===== src/rtl/rat_pkg.sv =====
// Shared types and constants for the RAT multiply/divide unit.
package rat_pkg;

  localparam int MD_ITERS = 8;
  localparam int MD_CNT_W = $clog2(MD_ITERS + 1);

  typedef enum logic [1:0] {
    IDLE = 2'd0,
    RUN  = 2'd1,
    DONE = 2'd2
  } md_state_t;

  typedef enum logic {
    OP_MUL = 1'b0,
    OP_DIV = 1'b1
  } md_op_t;

endpackage


===== src/rtl/mul_div_datapath.sv =====
// Operand, accumulator and result registers for the iterative shift-add
// multiply and restoring divide. The accumulator holds {upper, lower} halves:
// MUL: {partial product, remaining multiplier bits}
// DIV: {remainder, dividend bits shifting into quotient}
module mul_div_datapath
  import rat_pkg::*;
#(
  parameter int WIDTH = 8
) (
  input  logic             clk,
  input  logic             rst,
  input  logic             load,
  input  logic             step,
  input  logic             finish,
  input  logic             div0_load,
  input  logic [WIDTH-1:0] a,
  input  logic [WIDTH-1:0] b,
  input  md_op_t           op,
  output logic [WIDTH-1:0] result_hi,
  output logic [WIDTH-1:0] result_lo,
  output logic             div0
);

  md_op_t             op_r;
  logic [WIDTH-1:0]   opnd;
  logic [2*WIDTH-1:0] acc;
  logic [2*WIDTH-1:0] acc_next;
  logic [WIDTH:0]     sum;
  logic [WIDTH:0]     rem_sh;
  logic [WIDTH:0]     diff;

  // One multiply or divide iteration, computed from the current accumulator.
  always_comb begin
    sum      = {1'b0, acc[2*WIDTH-1:WIDTH]} + {1'b0, opnd};
    rem_sh   = acc[2*WIDTH-1:WIDTH-1];
    diff     = rem_sh - {1'b0, opnd};
    acc_next = acc;
    if (op_r == OP_MUL) begin
      // The 9-bit sum keeps the carry, which becomes the new MSB after the shift.
      if (acc[0]) acc_next = {sum, acc[WIDTH-1:1]};
      else        acc_next = {1'b0, acc[2*WIDTH-1:1]};
    end else begin
      // Remainder stays below the divisor, so both branches fit in WIDTH bits.
      if (rem_sh >= {1'b0, opnd}) acc_next = {diff[WIDTH-1:0], acc[WIDTH-2:0], 1'b1};
      else                        acc_next = {rem_sh[WIDTH-1:0], acc[WIDTH-2:0], 1'b0};
    end
  end

  // Operand capture on accept, one iteration per step.
  always_ff @(posedge clk or posedge rst) begin
    if (rst) begin
      op_r <= OP_MUL;
      opnd <= '0;
      acc  <= '0;
    end else if (load) begin
      op_r <= op;
      opnd <= (op == OP_MUL) ? a : b;
      acc  <= (op == OP_MUL) ? {{WIDTH{1'b0}}, b} : {{WIDTH{1'b0}}, a};
    end else if (step) begin
      acc <= acc_next;
    end
  end

  // Results change only on completion; the final iteration is folded in directly.
  always_ff @(posedge clk or posedge rst) begin
    if (rst) begin
      result_hi <= '0;
      result_lo <= '0;
      div0      <= 1'b0;
    end else if (finish) begin
      result_hi <= acc_next[2*WIDTH-1:WIDTH];
      result_lo <= acc_next[WIDTH-1:0];
      div0      <= 1'b0;
    end else if (div0_load) begin
      result_hi <= acc[WIDTH-1:0];
      result_lo <= '1;
      div0      <= 1'b1;
    end
  end

endmodule


===== src/rtl/mul_div_unit.sv =====
// Multi-cycle multiply/divide unit: controller FSM with iteration counter,
// driving mul_div_datapath. Divide by zero skips RUN and reports one cycle
// after accept via a pending flag held in DONE (DONE output masked meanwhile).
//
// state | meaning
// IDLE  | waiting for START
// RUN   | one iteration per cycle, MD_ITERS cycles
// DONE  | result valid, DONE pulses (after div0 pending cycle if any)
module mul_div_unit
  import rat_pkg::*;
#(
  parameter int WIDTH = 8
) (
  input  logic             CLK,
  input  logic             RST,
  input  logic [WIDTH-1:0] A,
  input  logic [WIDTH-1:0] B,
  input  logic             OP,
  input  logic             START,
  output logic             BUSY,
  output logic             DONE,
  output logic [WIDTH-1:0] RESULT_HI,
  output logic [WIDTH-1:0] RESULT_LO,
  output logic             DIV0
);

  md_state_t             state;
  md_state_t             state_nxt;
  logic [MD_CNT_W-1:0]   cnt;
  logic                  pend;
  logic                  load;
  logic                  step;
  logic                  finish;
  logic                  div0_load;
  logic                  is_div0;
  logic                  last;

  // Next-state and datapath control decode.
  always_comb begin
    state_nxt = state;
    load      = 1'b0;
    step      = 1'b0;
    finish    = 1'b0;
    div0_load = 1'b0;
    is_div0   = OP && (B == '0);
    last      = (cnt == MD_CNT_W'(MD_ITERS - 1));
    case (state)
      rat_pkg::IDLE, rat_pkg::DONE: begin
        if (pend) begin
          div0_load = 1'b1;
          state_nxt = rat_pkg::DONE;
        end else if (START) begin
          load      = 1'b1;
          state_nxt = is_div0 ? rat_pkg::DONE : rat_pkg::RUN;
        end else begin
          state_nxt = rat_pkg::IDLE;
        end
      end
      rat_pkg::RUN: begin
        step = 1'b1;
        if (last) begin
          finish    = 1'b1;
          state_nxt = rat_pkg::DONE;
        end
      end
      default: state_nxt = rat_pkg::IDLE;
    endcase
  end

  // State register, iteration counter and divide-by-zero pending flag.
  always_ff @(posedge CLK or posedge RST) begin
    if (RST) begin
      state <= rat_pkg::IDLE;
      cnt   <= '0;
      pend  <= 1'b0;
    end else begin
      state <= state_nxt;
      pend  <= load && is_div0;
      if (load)      cnt <= '0;
      else if (step) cnt <= cnt + MD_CNT_W'(1);
    end
  end

  assign BUSY = (state == rat_pkg::RUN);
  assign DONE = (state == rat_pkg::DONE) && !pend;

  mul_div_datapath #(.WIDTH(WIDTH)) u_datapath (
    .clk       (CLK),
    .rst       (RST),
    .load      (load),
    .step      (step),
    .finish    (finish),
    .div0_load (div0_load),
    .a         (A),
    .b         (B),
    .op        (md_op_t'(OP)),
    .result_hi (RESULT_HI),
    .result_lo (RESULT_LO),
    .div0      (DIV0)
  );

endmodule

===== config.mk =====
export PLATFORM = sky130hd
export DESIGN_NAME = mul_div_unit
export DESIGN_NICKNAME = d
export VERILOG_FILES = /design/src/rtl/rat_pkg.sv /design/src/rtl/mul_div_datapath.sv /design/src/rtl/mul_div_unit.sv
export SDC_FILE = /design/constraint.sdc
export NUM_CORES = 1
export LEC_CHECK = 0
export CAP_MARGIN = 20
export CORE_UTILIZATION = 58
export CTS_BUF_LIST = sky130_fd_sc_hd__clkbuf_8
export DETAILED_ROUTE_END_ITERATION = 6
export GPL_ROUTABILITY_DRIVEN = 1
export PLACE_DENSITY_LB_ADDON = 0.1
export RECOVER_POWER = 50
export REMOVE_ABC_BUFFERS = 1
export SYNTH_ARGS = -nofsm -noshare
export SYNTH_HDL_FRONTEND = slang
export SYNTH_SLANG_ARGS = --single-unit

===== constraint.sdc =====
create_clock -name CLK -period 2.5 [get_ports CLK]
set_input_delay 0.75 -clock CLK [delete_from_list [all_inputs] [get_ports CLK]]
set_output_delay 0.75 -clock CLK [all_outputs]
set_load 0.02 [all_outputs]

# Yosys cells after proc, flatten, opt, wreduce, memory -nomap -nowiden
# Cells that the tools add are included.
# op_classes
add_sub_neg,3
magnitude_cmp,1
eq_ne,4
muxes,28
reduce_logical,9
# op_table
op,count
16-bit two-way mux,5
8-bit two-way mux,6
1-bit two-way mux,10
8-bit by 8-bit adder with 9-bit output,1
9-bit by 8-bit >= comparator with 1-bit output,1
8-bit logical NOT,1
2-bit two-way mux,4
4-bit two-way mux,2
8-bit subtractor,1
"4-bit by 1-bit adder with 4-bit output, second input constant",1
"4-bit by 3-bit == test with 1-bit output, second input constant",1
2-bit one-hot mux with 2 select lines,1
2-bit nonzero test,2
1-bit logical AND,3
"2-bit by 1-bit == test with 1-bit output, second input constant",1
"2-bit == test, second input constant",1
2-bit logical NOT,1
"2-bit by 1-bit inequality test with 1-bit output, second input constant",1
2-bit OR reduction,1
1-bit logical NOT,1
# totals
ff_bits,49
in_bits,20
output_inout_bits,19
wordCells,54

# Depth between registers and ports, before layout
# Gate-level depths: netlist of the first run.
# depth
ltp_word,6
ltp_mapped,10
depth_no_buf,9

# Hierarchy
# A second synthesis of the first run with hierarchy kept.
# unflattened
hier_cells,377
area_unflattened_um2,3434.5
# modules_own_cells
module,n_inst,cells_per_inst,area_each_um2,seq_area_each_um2
mul_div_datapath,1,338,3055.4,1051.0
mul_div_unit,1,39,379.1,175.2

# Worst setup path after synthesis of the first run
# Ideal clock, no wire load.
# synth_path
kind,reg2reg
start,register u_datapath.acc[8]
end,register u_datapath.result_hi[5]
setup_ns,0.132
t_arrival_ns,2.000
t_required_ns,2.368
setup_slack_ns,0.368
stages_incl_launch_ff,9
n_path_buf,0
period_less_slack_ns,2.132
path_cell_list,dfrtp_1 ha_1 fa_1 a21oi_1 o211ai_1 xor2_1 mux2_2 o22ai_1 a21oi_1
# synth_via
elab_chain_cells,4
elab_cells_between_ends,7
cone_classes,2 x add/sub; 1 x order compare; 4 x mux
# synth_rtl
item,line,source
from (decl),mul_div_datapath.sv:26,logic [2*WIDTH-1:0] acc;
from (signal assigned),mul_div_datapath.sv:58,"acc <= (op == OP_MUL) ? {{WIDTH{1'b0}}, b} : {{WIDTH{1'b0}}, a};"
from (signal assigned),mul_div_datapath.sv:60,acc <= acc_next;
8-bit by 8-bit adder with 9-bit output (tied with other cells),mul_div_datapath.sv:34,"sum = {1'b0, acc[2*WIDTH-1:WIDTH]} + {1'b0, opnd};"
"16-bit two-way mux, on equally long branches","mul_div_datapath.sv:40, mul_div_datapath.sv:44",
16-bit two-way mux *,mul_div_datapath.sv:38,if (op_r == OP_MUL) begin
8-bit two-way mux *,mul_div_datapath.sv:70,end else if (finish) begin
to (signal assigned),mul_div_datapath.sv:71,result_hi <= acc_next[2*WIDTH-1:WIDTH];
to (signal assigned),mul_div_datapath.sv:75,result_hi <= acc[WIDTH-1:0];
to (decl),mul_div_datapath.sv:19,"output logic [WIDTH-1:0] result_hi,"
# Mark *: on every way between the ends. The rest lies on a longest branch, timed or not.
# A chain may end at the register's enable or synchronous reset.

# Worst setup path after layout of the first run
# layout_path
start,register state[1]
end,output BUSY
# layout_via
elab_chain_cells,1
# layout_rtl
item,line,source
from (decl),mul_div_unit.sv:27,md_state_t state;
from (signal assigned),mul_div_unit.sv:73,state <= rat_pkg::IDLE;
from (signal assigned),mul_div_unit.sv:77,state <= state_nxt;
2-bit by 1-bit == test with 1-bit output,mul_div_unit.sv:84,assign BUSY = (state == rat_pkg::RUN);
to (decl),mul_div_unit.sv:20,"output logic BUSY,"
# No other way between the ends.

==> summary.md, run 1 <==
| Metric | Value |
|---|---|
| Most common cell after layout, fill and taps aside | dfrtp_1 |
| Share of post-route cells with drive strength above 1 | a little over a tenth |
| Final Max Tran Viols | 0 |
| Register area | 0.001226 sq mm |
| Seq/Total Area, Yosys | between 30% and 40% |
| Site Rows | 27 |
| Post-synth EDFFs | 0 |
| Fillers | 411 |
| Pwr Density | about 1600 mW/mm^2 |
| Die W | slightly below 80 microns |
| Clock Sinks | between 40 and 50 |
| Worst-case reg-to-reg path depth | 8 |
| # Post-CTS Setup Buffers | 0 |
| Tightest Hold Check Type | reg2reg |
| Ys flop type | dfrtp_1 |
| Worst Path Buf+Inv | 2 |
| H-tree depth | 2 |
| CP peak stage delay | between 0.6 and 0.7 ns |
| N_diodes | 0 |
| Worst hold stages | 1 |
| DRT antenna net count | 0 |
| Slowest-stage cell, CP | clkdlybuf4s50_1 |
| Avg Vias per Cell | 6.226 |
| Final number of setup-violating endpoints | 0 |
| Total GRT Usage | between 30 and 40% |
| Highest metal used | met4 |
| PnR worst setup slack | 0.1010 ns |
| Pre-CTS setup slack | just over 0.06 ns |
| CP max FO | 10 |
| Fmax | approximately 0.42 GHz |
| Area growth syn-to-layout | 18.97% |
| Starting Density | approximately three fifths |
| PortBufs | 38 |
| First-pass GRT wire length | around 15000 microns |
| Hold Vio Cnt, Final | 0 |
| Vias in the first global route | approximately 2900 |
| Post-DP HPWL | around 6500 microns |
| Pin count of the biggest net entering global routing | 34 |
| Clk pin slew, worst setup/hold paths | about 0.090 ns |
| Ys Warns | 0 |
| Reg2reg setup slack | 0.11 ns |
| Setup TNS | 0 ns |
| Total gr overflow | 0 |
| CTS Buf Count | 5 |
| Routed wl met2 | between 4000 and 5000 microns |
| Unrepaired setup endpoints after global routing | no |
| Core area | between 0.005 and 0.006 sq mm |
| Yosys reg bits | 49 |
| # DRC | 0 |
| Met3 wire length | roughly 500 microns |
| Post-layout util | a little under three quarters |
| Min-delay src | u_datapath.div0$_DFFE_PP0P_ |
| Routed Wire Length | roughly 9000 microns |
| Setup Skew | between 0.009 and 0.01 ns |
| CTS tree | done |
| Period utilization | between 90% and 100% |
| Distinct cells, synth | 57 |
| Most frequent cells in the layout | dfrtp_1, clkdlybuf4s50_1, nand2_1, o21ai_0, mux2i_1 |
| GP Congestion | approximately 0.95 |
| Setup crit end kind | output pin |
| Total power | just over 0.006 W |
| Die H | 77.78 microns |
| CTS root buf | clkbuf_8 |
| Initial antenna violation count | 0 |
| Fin crit period | about 2.4 ns |
| Data arrival, critical path | between 1.5 and 2 ns |
| Status | completed |
| Worst-margin pin slew | a little under 0.8 ns |
| Max-cap viol count | 0 |
| Synthesized cell area | ~0.0033 sq mm |
| Die area | about 0.0060 sq mm |
| Area of the multi-input gates | approximately 0.0019 sq mm |
| Cell family with most CP delay | buffers and inverters |
| RR Endpoint | u_datapath.acc[13]$_DFFE_PP0P_ |
| Routed length on met1 | 3955 microns |
| Drt initial violations | 307 |
| CP Cell Sequence | nand2b_1, inv_2, clkdlybuf4s50_1 |
| Synthesized area per cell | around 9 sq um |
| CP required | approximately 1.8 ns |
| CP Launch Type | register |
| Crit path kind | reg2out |
| Peak supply drop | between 0.9 and 1 mV |
| Worst-skew pair later-pin latency | 0.31 ns |
| IO Pins | 39 |
| # nets final | between 400 and 500 |
| Reg2reg start | u_datapath.acc[8]$_DFFE_PP0P_ |
| Leakage | roughly 1.7 nW |
| Slew HR | 48.46% |
| WL/cell | 18.54 microns |
| Ys async rst share | between 90% and 100% |
| Hold Crit Endpoint | u_datapath.div0$_DFFE_PP0P_ |
| Syn Inst Count | 359 |
| Max Root-Sink Buffers | 2 |
| Via count | 2945 |
| 1st-pass router iterations | 5 |
[through the flow]
step	std cells	instance area, sq um	hold WS, ns
after global routing	473	3963	0.4984
after CTS	473	3966	0.4891
after global placement	465	3850	0.4625
final	473	3963	0.4893
after detailed placement	465	3850	0.4675
after floorplan	334	3197	0.4753
[logic make-up (layout without fill, tap and decap cells)]
logic type      after synthesis  in the layout  synth area share (%)
xor+xnor                     11             11                 2.892
compound gates              116            116                 23.33
fa+ha+maj                    19             19                 7.588
simple gates                 92             92                 14.13
buf+inv                      41             83                 5.822
mux                          31             31                 9.429
flops                        49             49                 36.81
[metal layers]
metal	global-route usage, %	vias to the layer above
li1	-	1404
met1	43.42	1406
met2	49.29	111
met3	4.235	24
met4	10.00	0
met5	0	-
[timing repair]
action                                  4_1_cts  5_1_grt
hold buffers                                  0        0
endpoints found under the setup margin        0       11
gates resized for setup                       0        3
[where the power goes]
group | switching (W) | internal, W | leakage [nW]
combinational | 0.00226 | 0.00175 | 1.07
sequential | 0.000424 | 0.00117 | 0.607
clock | 0.000270 | 0.000323 | 0.0626
[cell type report]
cell class	count	area share (%)
tap	72	2.273
timing repair buffer	59	13.99
clock buffer	6	2.084
clock inverter	2	0.8525
multi-input combinational	269	48.34
sequential	49	30.94
inverter	16	1.516
[cell usage after synthesis (2+ instances only)]
master / n / area share (%)
o21a_1: 3 / 0.68
o211ai_1: 2 / 0.45
nand3_1: 9 / 1.4
a211oi_2: 6 / 2.3
nor3_1: 5 / 0.75
nand2b_1: 3 / 0.56
o21ai_1: 2 / 0.30
a2bb2oi_1: 2 / 0.53
nand2_1: 32 / 3.6
nor2_1: 13 / 1.5
ha_1: 17 / 6.4
and2_1: 6 / 1.1
xor2_1: 5 / 1.3
nor2b_1: 7 / 1.3
o21ai_0: 32 / 4.8
nand4_1: 3 / 0.56
a21o_1: 3 / 0.68
inv_1: 15 / 1.7
xnor2_1: 6 / 1.6
and3_1: 2 / 0.38
o2111ai_1: 2 / 0.53
a211oi_1: 7 / 1.6
o21bai_1: 3 / 0.68
a21oi_1: 25 / 3.8
fa_1: 2 / 1.2
a31oi_1: 2 / 0.38
mux2i_1: 28 / 8.4
o31ai_1: 9 / 2.0
buf_6: 2 / 0.68
nand4b_1: 2 / 0.53
nand3b_1: 2 / 0.45
mux2_2: 3 / 1.0
buf_2: 9 / 1.4
clkbuf_1: 11 / 1.2
o22ai_1: 2 / 0.38
o221ai_1: 8 / 2.1
dfrtp_1: 49 / 37
[worst max-delay path by stage]
stage                              startpoint                                   to  slack [ns]  depth (start not counted)
2_1_floorplan  u_datapath.acc[13]$_DFFE_PP0P_        u_datapath.acc[9]$_DFFE_PP0P_       -0.20                          6
3_3_place_gp                             B[0]                 state[1]$_DFFE_PP0P_        0.12                          6
3_5_place_dp                             B[0]                 state[1]$_DFFE_PP0P_        0.06                          6
4_1_cts                  state[0]$_DFFE_PP0P_                                 DONE        0.08                          3
5_1_grt         u_datapath.acc[8]$_DFFE_PP0P_  u_datapath.result_hi[5]$_DFFE_PP0P_        0.03                          8
6_report                 state[1]$_DFFE_PP0P_                                 BUSY        0.10                          3
[registers in the layout (all words and copies together) (netlist names)]
name	cells
state	2
u_datapath.result_lo	8
cnt	4
u_datapath.opnd	8
u_datapath.result_hi	8
u_datapath.acc	16
pend	1
u_datapath.op_r	1
u_datapath.div0	1
Power figures use the tool's default switching activity.
==> run 2: changes to the inputs <==
--- a/config.mk
+++ b/config.mk
@@ -6,7 +6,7 @@
 export NUM_CORES = 1
 export LEC_CHECK = 0
 export CAP_MARGIN = 20
-export CORE_UTILIZATION = 58
+export CORE_UTILIZATION = 57
 export CTS_BUF_LIST = sky130_fd_sc_hd__clkbuf_8
 export DETAILED_ROUTE_END_ITERATION = 6
 export GPL_ROUTABILITY_DRIVEN = 1
==> summary.md, run 2 (same netlist as run 1, synthesis figures left out) <==
| Metric | Value |
|---|---|
| Total GRT Usage | 30.12% (was 30.95%) |
| Most frequent cells in the layout | dfrtp_1, clkdlybuf4s50_1, nand2_1, o21ai_0, mux2i_1 (unchanged) |
| Placed cell area | 0.003820 sq mm (was 0.003850 sq mm) |
| Data arrival, critical path | 1.66 ns (was 1.65 ns) |
| GP Congestion | 0.9132 (was 0.9497) |
| # Post-CTS Setup Buffers | 0 (unchanged) |
| Share of post-route cells with drive strength above 1 | 9.320% (was 10.47%) |
| Worst Path Buf+Inv | 1 (was 2) |
| # nets final | 435 (was 439) |
| Worst-skew pair later-pin latency | 0.31 ns (about the same) |
| CP Launch Type | register (unchanged) |
| Hold Vio Cnt, Final | 0 (unchanged) |
| Cell family with most CP delay | buffers and inverters (unchanged) |
| CTS tree | done (unchanged) |
| Peak supply drop | 0.8591 mV (was 0.9579 mV) |
| Most common cell after layout, fill and taps aside | dfrtp_1 (unchanged) |
| H-tree depth | 2 (unchanged) |
| Avg Vias per Cell | 6.235 (was 6.226) |
| 1st-pass router iterations | 4 (was 5) |
| # DRC | 0 (unchanged) |
| Max-cap viol count | 0 (unchanged) |
| DRT antenna net count | 0 (unchanged) |
| CP required | 1.75 ns (about the same) |
| Setup crit end kind | output pin (unchanged) |
| RR Endpoint | u_datapath.result_hi[5]$_DFFE_PP0P_ (was u_datapath.acc[13]$_DFFE_PP0P_) |
| CP peak stage delay | 0.59 ns (was 0.63 ns) |
| Largest register FFs | 16 (unchanged) |
| Pin count of the biggest net entering global routing | 50 (was 34) |
| Status | completed (unchanged) |
| Drt initial violations | 292 (was 307) |
| Core area | 0.005574 sq mm (was 0.005507 sq mm) |
| Tightest Hold Check Type | reg2reg (unchanged) |
| Setup Skew | 0.007353 ns (was 0.009805 ns) |
| CTS root buf | clkbuf_8 (unchanged) |
| Die W | 78.44 microns (was 77.78 microns) |
| Site Rows | 27 (unchanged) |
| Pwr Density | 1558 mW/mm^2 (was 1562 mW/mm^2) |
| Routed Wire Length | 8366 microns (was 8768 microns) |
| Crit path to | DONE (was BUSY) |
| Top reg by flops | u_datapath.acc (unchanged) |
| Total gr overflow | 0 (unchanged) |
| Die H | 78.44 microns (was 77.78 microns) |
| Max Root-Sink Buffers | 2 (unchanged) |
| Die area | 0.006153 sq mm (was 0.006050 sq mm) |
| Area growth syn-to-layout | 17.05% (was 18.97%) |
| Design area | 0.003899 sq mm (was 0.003963 sq mm) |
| Clock Sinks | 49 (unchanged) |
| PostCTS Resize Cnt | 0 (unchanged) |
| Crit. Startpoint | state[0]$_DFFE_PP0P_ (was state[1]$_DFFE_PP0P_) |
| Cells after DPL | 461 (was 465) |
| N_diodes | 0 (unchanged) |
| Initial antenna violation count | 0 (unchanged) |
| Setup TNS | 0 ns (unchanged) |
| WL/cell | 17.84 microns (was 18.54 microns) |
| Final instance count without filler cells | 469 (was 473) |
| Leakage | 1.690 nW (was 1.741 nW) |
| Fin crit period | 2.406 ns (was 2.399 ns) |
| Unrepaired setup endpoints after global routing | no (unchanged) |
| Via count | 2924 (was 2945) |
| Reg2reg start | u_datapath.opnd[0]$_DFFE_PP0P_ (was u_datapath.acc[8]$_DFFE_PP0P_) |
| Starting Density | 59.75% (was 60.49%) |
| Fmax | 0.4157 GHz (was 0.4168 GHz) |
| Vias in the first global route | 2803 (was 2914) |
| CTS Buf Count | 5 (unchanged) |
| CP Cell Sequence | nor2_1, and2_1, clkdlybuf4s50_1 (was nand2b_1, inv_2, clkdlybuf4s50_1) |
| Post-DP HPWL | 6181 microns (was 6520 microns) |
| Hold-fix buffers at CTS | 0 (unchanged) |
| Crit path kind | reg2out (unchanged) |
| PortBufs | 38 (unchanged) |
| Reg2reg setup slack | 0.17 ns (was 0.11 ns) |
| Crit path depth | 3 (unchanged) |
| Worst-margin pin slew | 1.178 ns (was 0.7723 ns) |
| First-pass GRT wire length | 14080 microns (was 14520 microns) |
| Period utilization | 96.22% (was 95.96%) |
| Final number of setup-violating endpoints | 0 (unchanged) |
| Worst-case reg-to-reg path depth | 8 (unchanged) |
| CP max FO | 4 (was 10) |
| IO Pins | 39 (unchanged) |
| Final Max Tran Viols | 0 (unchanged) |
| Total power | 0.006074 W (was 0.006191 W) |
| Clk pin slew, worst setup/hold paths | 0.09 ns (about the same) |
| Slew HR | 21.45% (was 48.46%) |
| Slowest-stage cell, CP | clkdlybuf4s50_1 (unchanged) |
==> run 2: worst min path at each step <==
stage	slack, ns	depth (start not counted)	startpoint	end
finish	0.49	1	u_datapath.div0$_DFFE_PP0P_	u_datapath.div0$_DFFE_PP0P_
global route	0.52	1	u_datapath.div0$_DFFE_PP0P_	u_datapath.div0$_DFFE_PP0P_
CTS	0.49	1	u_datapath.div0$_DFFE_PP0P_	u_datapath.div0$_DFFE_PP0P_
detailed placement	0.47	1	u_datapath.div0$_DFFE_PP0P_	u_datapath.div0$_DFFE_PP0P_
global placement	0.46	1	u_datapath.div0$_DFFE_PP0P_	u_datapath.div0$_DFFE_PP0P_
floorplan	0.48	2	u_datapath.opnd[2]$_DFFE_PP0P_	u_datapath.opnd[2]$_DFFE_PP0P_
==> run 2: where the power goes <==
part / total (W) / internal (W) / switching (W)
Combinational: 0.00389 / 0.00169 / 0.00220
Clock: 0.000592 / 0.000322 / 0.000270
Sequential: 0.00159 / 0.00117 / 0.000422
Total: 0.00607 / 0.00318 / 0.00289
==> run 2: layer usage <==
layer / share of wire, % / track usage (%)
met5: 0 / 0
met4: 2.5 / 11.30
met3: 5.5 / 4.302
met2: 47 / 47.11
met1: 45 / 42.28
==> run 2: area by class of cell <==
| class | instances | area, sq um |
|---|---|---|
| multi-input combinational | 269 | 1911 |
| fill | 453 | 1675 |
| sequential | 49 | 1226 |
| timing repair buffer | 55 | 495.5 |
| tap | 72 | 90.09 |
| clock buffer | 6 | 82.58 |
| inverter | 16 | 60.06 |
| clock inverter | 2 | 33.78 |
==> run 2: stage by stage <==
stage / worst slack (ns) / utilization (%) / hold WS, ns
after global routing: 0.006565 / 69.94 / 0.5231
after floorplan: -0.2030 / - / 0.4753
after global placement: 0.04606 / 68.53 / 0.4613
final: 0.09446 / 69.94 / 0.4873
after detailed placement: -0.01511 / 68.53 / 0.4711
after CTS: 0.08720 / 70.62 / 0.4916
